==> src/rtl/tensor_wb_buffer.sv <==
// Writeback buffer behind the BF16 tensor MAC: pairs in-order MAC results with issue tags and drains them over valid/ready.
// Optional performance counters are enabled by defining TENSOR_WB_PERF_EN.
`default_nettype none

module tensor_wb_buffer #(
    parameter int DEPTH = 4,
    parameter int TAG_W = 5
) (
    input  logic             clk,
    input  logic             rst_n,
    input  logic             issue_en,
    input  logic [TAG_W-1:0] issue_tag,
    output logic             issue_ready,
    input  logic             res_valid,
    input  logic [63:0]      res_data,
    output logic             wb_valid,
    input  logic             wb_ready,
    output logic [TAG_W-1:0] wb_tag,
    output logic [63:0]      wb_data,
    output logic [3:0]       wb_lane_mask,
    output logic             busy,
    output logic             err,
    input  logic             perf_clr,
    output logic [31:0]      perf_wb_cnt,
    output logic [31:0]      perf_stall_cnt
);

    localparam int IDX_W = $clog2(DEPTH);
    localparam int PTR_W = IDX_W + 1;
    localparam logic [PTR_W-1:0] PTR_ZERO  = {PTR_W{1'b0}};
    localparam logic [PTR_W-1:0] PTR_ONE   = {{(PTR_W-1){1'b0}}, 1'b1};
    localparam logic [PTR_W-1:0] PTR_DEPTH = PTR_W'(DEPTH);

    // Lane is nonzero when any exponent/mantissa bit is set; the sign bit is ignored so -0.0 reads as zero.
    function automatic logic [3:0] lane_nonzero(input logic [63:0] d);
        logic [3:0] m;
        m = 4'b0000;
        for (int i = 0; i < 4; i++) begin
            m[i] = |d[16*i +: 15];
        end
        return m;
    endfunction

    logic [PTR_W-1:0] iss_ptr_q, iss_ptr_d;
    logic [PTR_W-1:0] res_ptr_q, res_ptr_d;
    logic [PTR_W-1:0] wb_ptr_q, wb_ptr_d;
    logic             err_q, err_d;

    logic [TAG_W-1:0] tag_mem_q  [DEPTH];
    logic [63:0]      data_mem_q [DEPTH];
    logic [3:0]       mask_mem_q [DEPTH];

    logic [PTR_W-1:0] occ_s, outst_s, rdy_s;
    logic             do_issue_s, do_cap_s, do_pop_s;
    logic             bad_issue_s, stray_s;
    logic [IDX_W-1:0] iss_idx_s, res_idx_s, wb_idx_s;

    assign occ_s     = iss_ptr_q - wb_ptr_q;
    assign outst_s   = iss_ptr_q - res_ptr_q;
    assign rdy_s     = res_ptr_q - wb_ptr_q;
    assign iss_idx_s = iss_ptr_q[IDX_W-1:0];
    assign res_idx_s = res_ptr_q[IDX_W-1:0];
    assign wb_idx_s  = wb_ptr_q[IDX_W-1:0];

    // Event decode: issue, capture and pop act on independent pointers.
    always_comb begin
        issue_ready = (occ_s != PTR_DEPTH);
        wb_valid    = (rdy_s != PTR_ZERO);
        busy        = (occ_s != PTR_ZERO);
        do_issue_s  = issue_en && issue_ready;
        bad_issue_s = issue_en && !issue_ready;
        do_cap_s    = res_valid && (outst_s != PTR_ZERO);
        stray_s     = res_valid && (outst_s == PTR_ZERO);
        do_pop_s    = wb_valid && wb_ready;
    end

    // Next-state for pointers and the sticky error flag.
    always_comb begin
        iss_ptr_d = iss_ptr_q;
        res_ptr_d = res_ptr_q;
        wb_ptr_d  = wb_ptr_q;
        err_d     = err_q;
        if (do_issue_s) begin
            iss_ptr_d = iss_ptr_q + PTR_ONE;
        end else begin
            iss_ptr_d = iss_ptr_q;
        end
        if (do_cap_s) begin
            res_ptr_d = res_ptr_q + PTR_ONE;
        end else begin
            res_ptr_d = res_ptr_q;
        end
        if (do_pop_s) begin
            wb_ptr_d = wb_ptr_q + PTR_ONE;
        end else begin
            wb_ptr_d = wb_ptr_q;
        end
        if (bad_issue_s || stray_s) begin
            err_d = 1'b1;
        end else begin
            err_d = err_q;
        end
    end

    // Pointer and error state registers.
    always_ff @(posedge clk or negedge rst_n) begin
        if (!rst_n) begin
            iss_ptr_q <= PTR_ZERO;
            res_ptr_q <= PTR_ZERO;
            wb_ptr_q  <= PTR_ZERO;
            err_q     <= 1'b0;
        end else begin
            iss_ptr_q <= iss_ptr_d;
            res_ptr_q <= res_ptr_d;
            wb_ptr_q  <= wb_ptr_d;
            err_q     <= err_d;
        end
    end

    // Entry storage needs no reset: only slots between wb_ptr and res_ptr are ever presented.
    always_ff @(posedge clk) begin
        if (do_issue_s) begin
            tag_mem_q[iss_idx_s] <= issue_tag;
        end
        if (do_cap_s) begin
            data_mem_q[res_idx_s] <= res_data;
            mask_mem_q[res_idx_s] <= lane_nonzero(res_data);
        end
    end

    // Head entry presentation, forced to zero while nothing is ready.
    always_comb begin
        if (wb_valid) begin
            wb_tag       = tag_mem_q[wb_idx_s];
            wb_data      = data_mem_q[wb_idx_s];
            wb_lane_mask = mask_mem_q[wb_idx_s];
        end else begin
            wb_tag       = {TAG_W{1'b0}};
            wb_data      = 64'h0;
            wb_lane_mask = 4'b0000;
        end
    end

    assign err = err_q;

`ifdef TENSOR_WB_PERF_EN
    logic [31:0] perf_wb_q, perf_wb_d;
    logic [31:0] perf_stall_q, perf_stall_d;

    // Saturating counters; a clear beats an increment in the same cycle.
    always_comb begin
        perf_wb_d    = perf_wb_q;
        perf_stall_d = perf_stall_q;
        if (perf_clr) begin
            perf_wb_d    = 32'h0;
            perf_stall_d = 32'h0;
        end else begin
            if (do_pop_s && (perf_wb_q != 32'hFFFF_FFFF)) begin
                perf_wb_d = perf_wb_q + 32'h1;
            end else begin
                perf_wb_d = perf_wb_q;
            end
            if (wb_valid && !wb_ready && (perf_stall_q != 32'hFFFF_FFFF)) begin
                perf_stall_d = perf_stall_q + 32'h1;
            end else begin
                perf_stall_d = perf_stall_q;
            end
        end
    end

    // Counter registers.
    always_ff @(posedge clk or negedge rst_n) begin
        if (!rst_n) begin
            perf_wb_q    <= 32'h0;
            perf_stall_q <= 32'h0;
        end else begin
            perf_wb_q    <= perf_wb_d;
            perf_stall_q <= perf_stall_d;
        end
    end

    assign perf_wb_cnt    = perf_wb_q;
    assign perf_stall_cnt = perf_stall_q;
`else
    logic perf_clr_unused_s;
    assign perf_clr_unused_s = perf_clr;
    assign perf_wb_cnt       = 32'h0;
    assign perf_stall_cnt    = 32'h0;
`endif

endmodule

`default_nettype wire

==> config.mk <==
export PLATFORM = sky130hd
export DESIGN_NAME = tensor_wb_buffer
export DESIGN_NICKNAME = d
export VERILOG_FILES = /design/src/rtl/tensor_wb_buffer.sv
export SDC_FILE = /design/constraint.sdc
export NUM_CORES = 1
export LEC_CHECK = 0
export BUFFER_PORTS_ARGS = -buffer_cell sky130_fd_sc_hd__buf_2
export CAP_MARGIN = 10
export CELL_PAD_IN_SITES_DETAIL_PLACEMENT = 0
export CELL_PAD_IN_SITES_GLOBAL_PLACEMENT = 2
export CORE_AREA = 3 3 185 187
export CTS_CLUSTER_SIZE = 24
export DETAILED_ROUTE_END_ITERATION = 12
export DIE_AREA = 0 0 188 190
export PLACE_DENSITY_LB_ADDON = 0.1
export SLEW_MARGIN = 30
export SYNTH_ARGS = -nofsm -noshare
export SYNTH_HDL_FRONTEND = slang
export SYNTH_SLANG_ARGS = --single-unit
==> constraint.sdc <==
create_clock -name clk -period 3 [get_ports clk]
set_input_delay 0.3 -clock clk [delete_from_list [all_inputs] [get_ports clk]]
set_output_delay 0.3 -clock clk [all_outputs]
set_load 0.005 [all_outputs]
==> results of run 1 <==
==> sequential cells by signal, indices dropped and copies added, names as in the netlist <==
signal / cells
iss_ptr_q: 3
wb_ptr_q: 3
tag_mem_q: 20
res_ptr_q: 3
mask_mem_q: 16
err: 1
data_mem_q: 256
==> power groups by stage <==
stage	clock network, W	registers (W)	logic [W]
floorplan	0	0.00605	0.00358
global placement	0	0.00610	0.00604
detailed placement	0	0.00617	0.00605
CTS	0.00355	0.00608	0.00614
global route	0.00373	0.00616	0.00654
finish	0.00343	0.00606	0.00590
==> worst max-delay path, stage by stage (launching register included) <==
cell and delay, ns:
dfrtp_4 0.58, ha_1 0.21, nor2b_1 0.13, xnor2_1 0.32
nor2_4 0.09, buf_12 0.20, nor2b_1 0.24, buf_2 0.16
==> per-layer routing <==
| metal | up-vias | share of wire, % |
|---|---|---|
| li1 | 2773 | - |
| met1 | 3250 | 42 |
| met2 | 194 | 51 |
| met3 | 34 | 5.3 |
| met4 | 0 | 1.7 |
| met5 | - | 0 |
==> final cells by class <==
| cell class | instances | area, um^2 |
|---|---|---|
| Inverter | 7 | 26.3 |
| Sequential cell | 302 | 9030 |
| Fill cell | 2818 | 17500 |
| Multi-Input combinational cell | 283 | 2970 |
| Antenna cell | 1 | 2.50 |
| Timing Repair Buffer | 225 | 1580 |
| Tap cell | 442 | 553 |
| Clock buffer | 44 | 855 |
| Clock inverter | 13 | 58.8 |
==> final timing paths <==
check                                         startpoint                           to
min in group asynchronous                          rst_n     res_ptr_q[2]$_DFFE_PN0P_
worst max-delay path             wb_ptr_q[0]$_DFFE_PN0P_                  wb_data[37]
worst min-delay path                        res_data[53]  data_mem_q[1][53]$_DFFE_PP_
worst max register to register  iss_ptr_q[0]$_DFFE_PN0P_   mask_mem_q[1][2]$_DFFE_PP_
max in group asynchronous                          rst_n      wb_ptr_q[0]$_DFFE_PN0P_
worst min register to register           err$_DFFE_PN0P_              err$_DFFE_PN0P_
==> stage by stage <==
| step | area [um^2] | hold slack [ns] | worst slack, ns | total power (W) | instances |
|---|---|---|---|---|---|
| floorplan | 12600 | 0.00441 | 0.117 | 0.00963 | 680 |
| global placement | 13500 | 0.190 | 0.646 | 0.0121 | 1197 |
| detailed placement | 13500 | 0.202 | 0.613 | 0.0122 | 1197 |
| CTS | 15100 | 0.000556 | 0.163 | 0.0158 | 1315 |
| global route | 15100 | 0.00336 | 0.0706 | 0.0164 | 1316 |
| finish | 15100 | 0.0233 | 0.205 | 0.0154 | 1317 |
==> cell families after synthesis <==
family          count (synthesis)  synth area share (%)
fa+ha+maj                      15                  1.52
compound gates                  7                 0.527
simple gates                  109                  5.38
xor+xnor                       12                 0.851
mux                            76                  13.6
other cells                     1                0.0304
flops                         302                  73.0
buf+inv                        95                  5.04
==> layout by cell type (no fill, tap or decap), drive strengths merged <==
| cell | instances |
|---|---|
| a221o | 1 |
| and2 | 6 |
| buf | 163 |
| clkbuf | 44 |
| clkinv | 12 |
| clkinvlp | 1 |
| conb | 64 |
| dfrtp | 10 |
| diode | 1 |
| dlygate4sd3 | 62 |
| edfxtp | 292 |
| ha | 15 |
| inv | 7 |
| mux2 | 3 |
| mux4 | 73 |
| nand2 | 3 |
| nand3 | 1 |
| nand4 | 4 |
| nor2 | 3 |
| nor2b | 76 |
| nor3 | 4 |
| nor4 | 12 |
| o211a | 2 |
| o211ai | 1 |
| o21a | 2 |
| o21ai | 1 |
| xnor2 | 9 |
| xor2 | 3 |
==> what timing repair did <==
item,CTS,global route
resized for setup,0,0
hold buffers,61,1
endpoints found under the hold margin,249,3
==> impl_metrics.ini, run 1 <==
[global_routing]
grt_max_degree = 76
grt_antenna_before_repair = 0
grt_pass1_wl_um = 39300
gr-total-overflow = 0
track_usage_pct = 14.1
use_met2_pct = 24.8
globalRouteMet3Util_pct = 2.34
grt_util_met1_pct = 18.5
grt-busiest-layer = met2
grt_pass1_vias = 6767

[clock_network]
root_buffer = clkbuf_16
htreeDepth = 1
post-cts-setup-buffer-count = 0
path_clk_slew_ns = 0.06
cts_tree = done
cts_buffers = 31
clkLatencyLatePin_ns = 0.54
clock_sinks = 302
clock_path_buffers = 3

[synthesis]
synth_cell_type_count = 29
yosysWarnings = 0
synth_area_um2 = 12300
synth_seq_cells = 302
synth_edf_count = 292
synthTopCellsByArea = edfxtp_1 71%, mux4_2 13%, buf_4 4.0%, nor2b_1 3.9%, dfrtp_1 2.0%
synth.largest_area_cell = edfxtp_1
synth.most_common_cell = edfxtp_1
yosysSeqAreaShare_pct = 73.0
synth_top_area_share_pct = 71.0
synth_cells = 617
synthTopCellsByCount = 292 x edfxtp_1, 76 x nor2b_1, 73 x mux4_2
yosys_most_used_dff = edfxtp_1
postSynth.asyncResetShare_pct = 3.31
synth.avg_cell_area_um2 = 20.0

[detailed_routing]
wl_um = 25200
ant_nets = 0
first_pass_iters = 4
routed_via_density = 4.75
route.vias.total = 6251
drcViolationCount = 0
drt_first_iter_violations = 335
post_drt_wl_per_cell_um = 19.2

[job]
maxCapViolations = 0

[cells_and_area]
drive_gt1_share_pct = 33.2
final_nets = 940
syn_to_final_growth_pct = 22.0
postLayoutCoreUtil_pct = 46.2

[setup_path]
worstPathArrival_ns = 2.49
rrSetupSlack_ns = 0.63
critPathLaunchType = register
crit_type = reg -> out
path_max_fanout = 41
endpoint_kind = primary output
reg2regPathDepth = 7
critPathRequiredTime_ns = 2.70

[sta]
fin_tns_setup_ns = 0
rsz0062_at_grt = no
slew_headroom_pct = 64.6
skew_ns = 0.0121
fin_crit_sh_pct = 93.2
period_needed_ns = 2.79
fmax_mhz = 358
worst_pin_slew_ns = 0.531
setup_violations = 0
drv_slew = 0
hold_viol = 0

[floorplan]
die-area_um2 = 35700
ios = 216
core_region_area_um2 = 32600
start_util_pct = 37.9
dieWidth_um = 188
row_count = 66
dieHeight_um = 190

[placement]
portBuffers = 150
gp_congestion = 0.698
place_hpwl_um = 15100

[power]
swShare_pct = 31.4
p_per_area_nw_per_um2 = 1020
power.share.combinational_pct = 38.4
clockPowerShare_pct = 22.3
p_int_w = 0.0106
peakVddDrop_mv = 0.675
switchingPower_w = 0.00483
p_leak_nw = 5.33
seqPwrFrac_pct = 39.4

[outcome]
outcome = complete, no violations

[worst_hold_path]
min_path_type = in -> reg
hold-path-cell-count = 1
Power figures use the tool's default switching activity.
==> run 2, diff against run 1 <==
--- a/config.mk
+++ b/config.mk
@@ -9,10 +9,11 @@
 export CAP_MARGIN = 10
 export CELL_PAD_IN_SITES_DETAIL_PLACEMENT = 0
 export CELL_PAD_IN_SITES_GLOBAL_PLACEMENT = 2
-export CORE_AREA = 3 3 185 187
+export CORE_AREA = 3 3 182 184
+export CTS_BUF_LIST = sky130_fd_sc_hd__clkbuf_8
 export CTS_CLUSTER_SIZE = 24
 export DETAILED_ROUTE_END_ITERATION = 12
-export DIE_AREA = 0 0 188 190
+export DIE_AREA = 0 0 185 187
 export PLACE_DENSITY_LB_ADDON = 0.1
 export SLEW_MARGIN = 30
 export SYNTH_ARGS = -nofsm -noshare
==> run 2 against run 1 <==
  * Global-route usage up 0.66 points
  * Power fell by 0.16%
  * Wire length rose by 0.47%
  * Critical path depth down 2
  * Final area rose by 0.52%
  * Non-clock buffer count grew 12
  * Combinational power rose by 3%
  * Largest cell class unchanged
  * Highest routed layer unchanged
==> impl_metrics.ini, run 2 (synthesis results as in run 1) <==
[setup_path]
crit_type = reg -> out
critPathLaunchType = register
crit_slowest_cell = mux4_2
cp_top_family = buffers and inverters
path_buf_inv = 3
critPathMaxStageDelay_ns = 0.54
path_max_fanout = 45
endpoint_kind = primary output
critPathRequiredTime_ns = 2.70
crit_top_cell = buf_16
crit_chain = buf_16, buf_16, mux4_2, nor2b_1, buf_2
worstPathArrival_ns = 2.49

[outcome]
outcome = complete, no violations

[floorplan]
dieHeight_um = 187
core_region_area_um2 = 31600
die-area_um2 = 34600
row_count = 65
dieWidth_um = 185
start_util_pct = 39.1
ios = 216

[placement]
gp_congestion = 0.727
portBuffers = 150
place_area_um2 = 13500
place_hpwl_um = 15000

[sta]
slew_headroom_pct = 66.1
fmax_mhz = 359
rsz0062_at_grt = no
worst_pin_slew_ns = 0.504
period_needed_ns = 2.79
skew_ns = 0.0166
hold_viol = 0
drv_slew = 0
fin_tns_setup_ns = 0
fin_crit_sh_pct = 93.0
setup_violations = 0

[clock_network]
root_buffer = clkbuf_8
clkLatencyLatePin_ns = 0.54
htreeDepth = 2
cts_buffers = 49
path_clk_slew_ns = 0.06
cts_tree = done
clock_path_buffers = 3
clock_sinks = 302

[detailed_routing]
drcViolationCount = 0
drt_first_iter_violations = 312
ant_nets = 0
routed_via_density = 4.77
wl_um = 25400
first_pass_iters = 6
route.vias.total = 6286
post_drt_wl_per_cell_um = 19.2

[power]
switchingPower_w = 0.00490
p_per_area_nw_per_um2 = 1010
swShare_pct = 31.9
peakVddDrop_mv = 0.495
clockPowerShare_pct = 21.1
p_int_w = 0.0105
seqPwrFrac_pct = 39.2
p_leak_nw = 5.48
power.share.combinational_pct = 39.6

[global_routing]
grt_pass1_wl_um = 39300
use_met2_pct = 25.5
grt_max_degree = 76
grt_pass1_vias = 6836
grt-busiest-layer = met2
grt_antenna_before_repair = 0
gr-total-overflow = 0
grt_util_met1_pct = 19.1
globalRouteMet3Util_pct = 3.13
track_usage_pct = 14.7

[cells_and_area]
drive_gt1_share_pct = 33.9
final_area_um2 = 15100
largest_reg_flops = 256
largest_registers = data_mem_q x256, tag_mem_q x20, mask_mem_q x16
syn_to_final_growth_pct = 22.7
mostFrequentLayoutCell = edfxtp_1
antenna_cells = 0
final_cell_mix = 292 x edfxtp_1, 150 x buf_2, 76 x nor2b_1
final_nets = 970
largest-register = data_mem_q

[worst_hold_path]
min_path_type = in -> reg

[job]
maxCapViolations = 0
run 2: cell count changes in the layout (fill, tap and decap cells not counted), sizes merged:
cell | before | now
buf | 163 | 167
clkbuf | 44 | 51
inv | 7 | 25
diode | 1 | 0
bufinv | 0 | 2
clkinv | 12 | 16
dlygate4sd3 | 62 | 70
run 2: routing by layer:
metal / share of wire (%) / up-vias
li1: - / 2844
met1: 42 / 3226
met2: 51 / 188
met3: 5.3 / 28
met4: 1.2 / 0
met5: 0 / -
run 2: worst reg2reg max path, cell delays in order, from the launching register on:
cell and delay (ns):
dfrtp_1 0.38, inv_1 0.14, ha_1 0.22, nor2b_1 0.13, xnor2_1 0.26, o21a_1 0.27, and2_4 0.20, buf_4 0.39
run 2: power groups by stage:
stage / Clock (W) / Sequential [W] / Combinational (W)
2_1_floorplan: 0 / 0.00605 / 0.00358
3_3_place_gp: 0 / 0.00606 / 0.00613
3_5_place_dp: 0 / 0.00613 / 0.00612
4_1_cts: 0.00338 / 0.00604 / 0.00622
5_1_grt: 0.00357 / 0.00611 / 0.00676
6_report: 0.00325 / 0.00603 / 0.00609
run 2: final timing paths:
path,from,end,slack (ns),cells past startpoint
setup reg to reg,iss_ptr_q[0]$_DFFE_PN0P_,data_mem_q[1][51]$_DFFE_PP_,0.63,7
min in group asynchronous,rst_n,err$_DFFE_PN0P_,0.15,2
setup / recovery,wb_ptr_q[0]$_DFFE_PN0P_,wb_data[0],0.21,5
max in group asynchronous,rst_n,wb_ptr_q[0]$_DFFE_PN0P_,2.61,2
hold reg to reg,err$_DFFE_PN0P_,err$_DFFE_PN0P_,0.49,1
hold / removal,res_data[2],data_mem_q[0][2]$_DFFE_PP_,0.04,1
run 2: area by class of cell:
cell class	count	area (um^2)
tap	402	503
clock inverter	37	198
multi-input combinational	283	2970
timing repair buffer	237	1720
inverter	7	26.3
sequential	302	9030
fill	2676	16400
clock buffer	51	702
run 2: timing repair:
item / in CTS / in global routing
setup endpoints to repair: 0 / 20
endpoints found under the hold margin: 280 / 0
resized for setup: 0 / 3
hold buffers: 70 / 0
setup buffers: 0 / 2
run 2: through the flow:
step / worst slack (ns) / utilization (%) / hold slack [ns] / total power (W) / std cells
after floorplan: 0.117 / - / 0.00441 / 0.00963 / 680
after global placement: 0.616 / 42.8 / 0.185 / 0.0122 / 1159
after detailed placement: 0.615 / 42.8 / 0.193 / 0.0123 / 1159
final: 0.211 / 48.0 / 0.0386 / 0.0154 / 1319
after CTS: 0.0494 / 47.8 / 0.00684 / 0.0156 / 1317
after global routing: 0.0222 / 48.0 / 0.000450 / 0.0164 / 1319
==> run 3, diff against run 2 <==
--- a/config.mk
+++ b/config.mk
@@ -5,15 +5,16 @@
 export SDC_FILE = /design/constraint.sdc
 export NUM_CORES = 1
 export LEC_CHECK = 0
+export ABC_AREA = 1
 export BUFFER_PORTS_ARGS = -buffer_cell sky130_fd_sc_hd__buf_2
 export CAP_MARGIN = 10
 export CELL_PAD_IN_SITES_DETAIL_PLACEMENT = 0
 export CELL_PAD_IN_SITES_GLOBAL_PLACEMENT = 2
-export CORE_AREA = 3 3 182 184
+export CORE_AREA = 3 3 198 200
 export CTS_BUF_LIST = sky130_fd_sc_hd__clkbuf_8
 export CTS_CLUSTER_SIZE = 24
 export DETAILED_ROUTE_END_ITERATION = 12
-export DIE_AREA = 0 0 185 187
+export DIE_AREA = 0 0 201 203
 export PLACE_DENSITY_LB_ADDON = 0.1
 export SLEW_MARGIN = 30
 export SYNTH_ARGS = -nofsm -noshare
==> run 3 against run 2 <==
  * Utilization decreased by 6.0 points
  * Power increased by 7.0%
  * Sequential power about the same
  * First-iteration DRC count decreased by 5.1%
  * Fmax increased by 1.9%
  * Clock power increased by 3%
  * Area after synthesis increased by 5.8%
  * Final cell count increased by 43%
  * Combinational power increased by 17%
  * Sequential share of layout area decreased by 2.5 points
  * Critical path depth increased by 2
  * Largest power group unchanged
==> impl_metrics.ini, run 3 <==
[outcome]
outcome = complete, no violations

[synthesis]
synth_edf_count = 292
synth_seq_cells = 302
synthTopCellsByCount = 292 x edfxtp_1, 160 x nor2_1, 126 x nand2_1
synth_area_um2 = 13100
synth.avg_cell_area_um2 = 11.9
yosys_most_used_dff = edfxtp_1
yosysSeqAreaShare_pct = 69.0
yosysWarnings = 0
synth_top_area_share_pct = 67.1
synth_cell_type_count = 28
synthTopCellsByArea = edfxtp_1 67%, nor2_1 4.6%, buf_4 4.4%, nand2_1 3.6%, o22ai_1 3.5%
synth.largest_area_cell = edfxtp_1
synth_cells = 1095
postSynth.asyncResetShare_pct = 3.31
synth.most_common_cell = edfxtp_1

[detailed_routing]
first_pass_iters = 4
drcViolationCount = 0
wl_um = 31200
drt_first_iter_violations = 296
routed_via_density = 4.52
route.vias.total = 8507
ant_nets = 0
post_drt_wl_per_cell_um = 16.5

[floorplan]
ios = 216
core_region_area_um2 = 37600
dieHeight_um = 203
die-area_um2 = 40800
dieWidth_um = 201
start_util_pct = 34.8
row_count = 71

[sta]
slew_headroom_pct = 40.6
hold_viol = 0
rsz0062_at_grt = no
skew_ns = 0.0187
period_needed_ns = 2.74
worst_slack_ns = 0.263
setup_violations = 0
fmax_mhz = 365
fin_crit_sh_pct = 91.2
worst_pin_slew_ns = 0.891
drv_slew = 0

[setup_path]
critPathRequiredTime_ns = 2.70
crit_type = reg -> out
critPathLaunchType = register
path_max_fanout = 47
path_buf_inv = 4
cp_top_family = buffers and inverters
endpoint_kind = primary output
critPathMaxStageDelay_ns = 0.57
worstPathArrival_ns = 2.44
crit_slowest_cell = dfrtp_4
crit_chain = inv_4, buf_12, nor2_1, o22ai_1, nand2_1, inv_1, buf_2

[clock_network]
cts_buffers = 52
cts_tree = done
cts.repair.resized = 0
htreeDepth = 2
clock_sinks = 302
root_buffer = clkbuf_8
clock_path_buffers = 3
clkLatencyLatePin_ns = 0.56
path_clk_slew_ns = 0.06

[global_routing]
grt_antenna_before_repair = 0
gr-total-overflow = 0
grt_max_degree = 125
grt_pass1_vias = 8504
grt_pass1_wl_um = 47900
track_usage_pct = 14.9

[cells_and_area]
largest_registers = data_mem_q x256, tag_mem_q x20, mask_mem_q x16
syn_to_final_growth_pct = 20.9
multi_input_area_um2 = 3050
largest_reg_flops = 256
mostFrequentLayoutCell = edfxtp_1
ff_latch_area_um2 = 9020
drive_gt1_share_pct = 19.3
final_cell_mix = 292 x edfxtp_1, 156 x nor2_1, 150 x buf_2
nFillCells = 3644
antenna_cells = 0
final_nets = 1423
largest-register = data_mem_q

[placement]
pre_cts_slack_ns = 0.441
gp_congestion = 0.687
portBuffers = 150
place_hpwl_um = 17600

[job]
maxCapViolations = 0

[power]
p_leak_nw = 6.33
total_power_w = 0.0165
p_per_area_nw_per_um2 = 1040
peakVddDrop_mv = 0.437

[worst_hold_path]
min_path_type = in -> reg
-- run 3: changes by cell type after synthesis, sizes merged, moves of 9 or more --
cell	change
buf	+26
clkbuf	+9
inv	+92
mux4	-73
nand2	+126
nand3	+11
nor2	+167
nor2b	-76
o21ai	+145
o22ai	+73
xnor2	-9
-- run 3: final timing paths --
| path | start | to | slack, ns | cells after the start |
|---|---|---|---|---|
| max | wb_ptr_q[0]$_DFFE_PN0P_ | wb_data[38] | 0.26 | 7 |
| min | issue_en | iss_ptr_q[2]$_DFFE_PN0P_ | 0.06 | 3 |
| max reg2reg | res_ptr_q[1]$_DFFE_PN0P_ | data_mem_q[0][43]$_DFFE_PP_ | 0.45 | 8 |
| min reg2reg | err$_DFFE_PN0P_ | err$_DFFE_PN0P_ | 0.48 | 1 |
| max in group asynchronous | rst_n | wb_ptr_q[0]$_DFFE_PN0P_ | 2.58 | 2 |
| min in group asynchronous | rst_n | wb_ptr_q[2]$_DFFE_PN0P_ | 0.16 | 2 |
-- run 3: kinds of logic after synthesis --
kind of cell    count (synthesis)  synth area share [%]
xor+xnor                        3                 0.201
flops                         302                  69.0
other cells                     1                0.0287
compound gates                222                  9.21
fa+ha+maj                      15                  1.44
simple gates                  330                  10.4
buf+inv                       222                  9.72
-- run 3: through the flow --
stage          cells  setup TNS [ns]  hold slack [ns]  cell area [um^2]  util, %
2_1_floorplan   1158         -133.76          0.00441             13300        -
3_3_place_gp    1714               0            0.202             14100     37.5
3_5_place_dp    1714               0            0.204             14100     37.5
4_1_cts         1880               0           0.0259             15800     41.9
5_1_grt         1884               0           0.0332             15800     42.0
6_report        1884               0           0.0622             15800     42.0
-- run 3: what timing repair did --
item                                    4_1_cts  5_1_grt
endpoints found under the hold margin       290        0
endpoints found under the setup margin        0       48
buffers inserted                              0        3
hold buffers                                 72        0
-- run 3: area by class of cell --
class	instances	area share (%)
Clock buffer	54	4.71
Clock inverter	40	1.24
Inverter	99	2.38
Multi-Input combinational cell	635	19.3
Sequential cell	302	57.1
Tap cell	511	4.05
Timing Repair Buffer	243	11.2
-- run 3: power breakdown --
group / internal, W / total, W / switching [W]
combinational: 0.00252 / 0.00711 / 0.00458
sequential: 0.00573 / 0.00600 / 0.000277
clock: 0.00175 / 0.00334 / 0.00159
total: 0.0100 / 0.0165 / 0.00645
-- run 3: tightest hold or removal path, delay by kind of cell --
family	cells	cell delay [ns]
buffers and inverters	1	0.14
and+or+nand+nor	2	0.13
-- run 3: per-layer routing --
metal	up-vias	GRT usage [%]	wire, um
li1	4177	-	-
met1	4097	18.8	13800
met2	185	26.2	15400
met3	48	2.90	1300
met4	0	4.04	596
met5	-	0	0
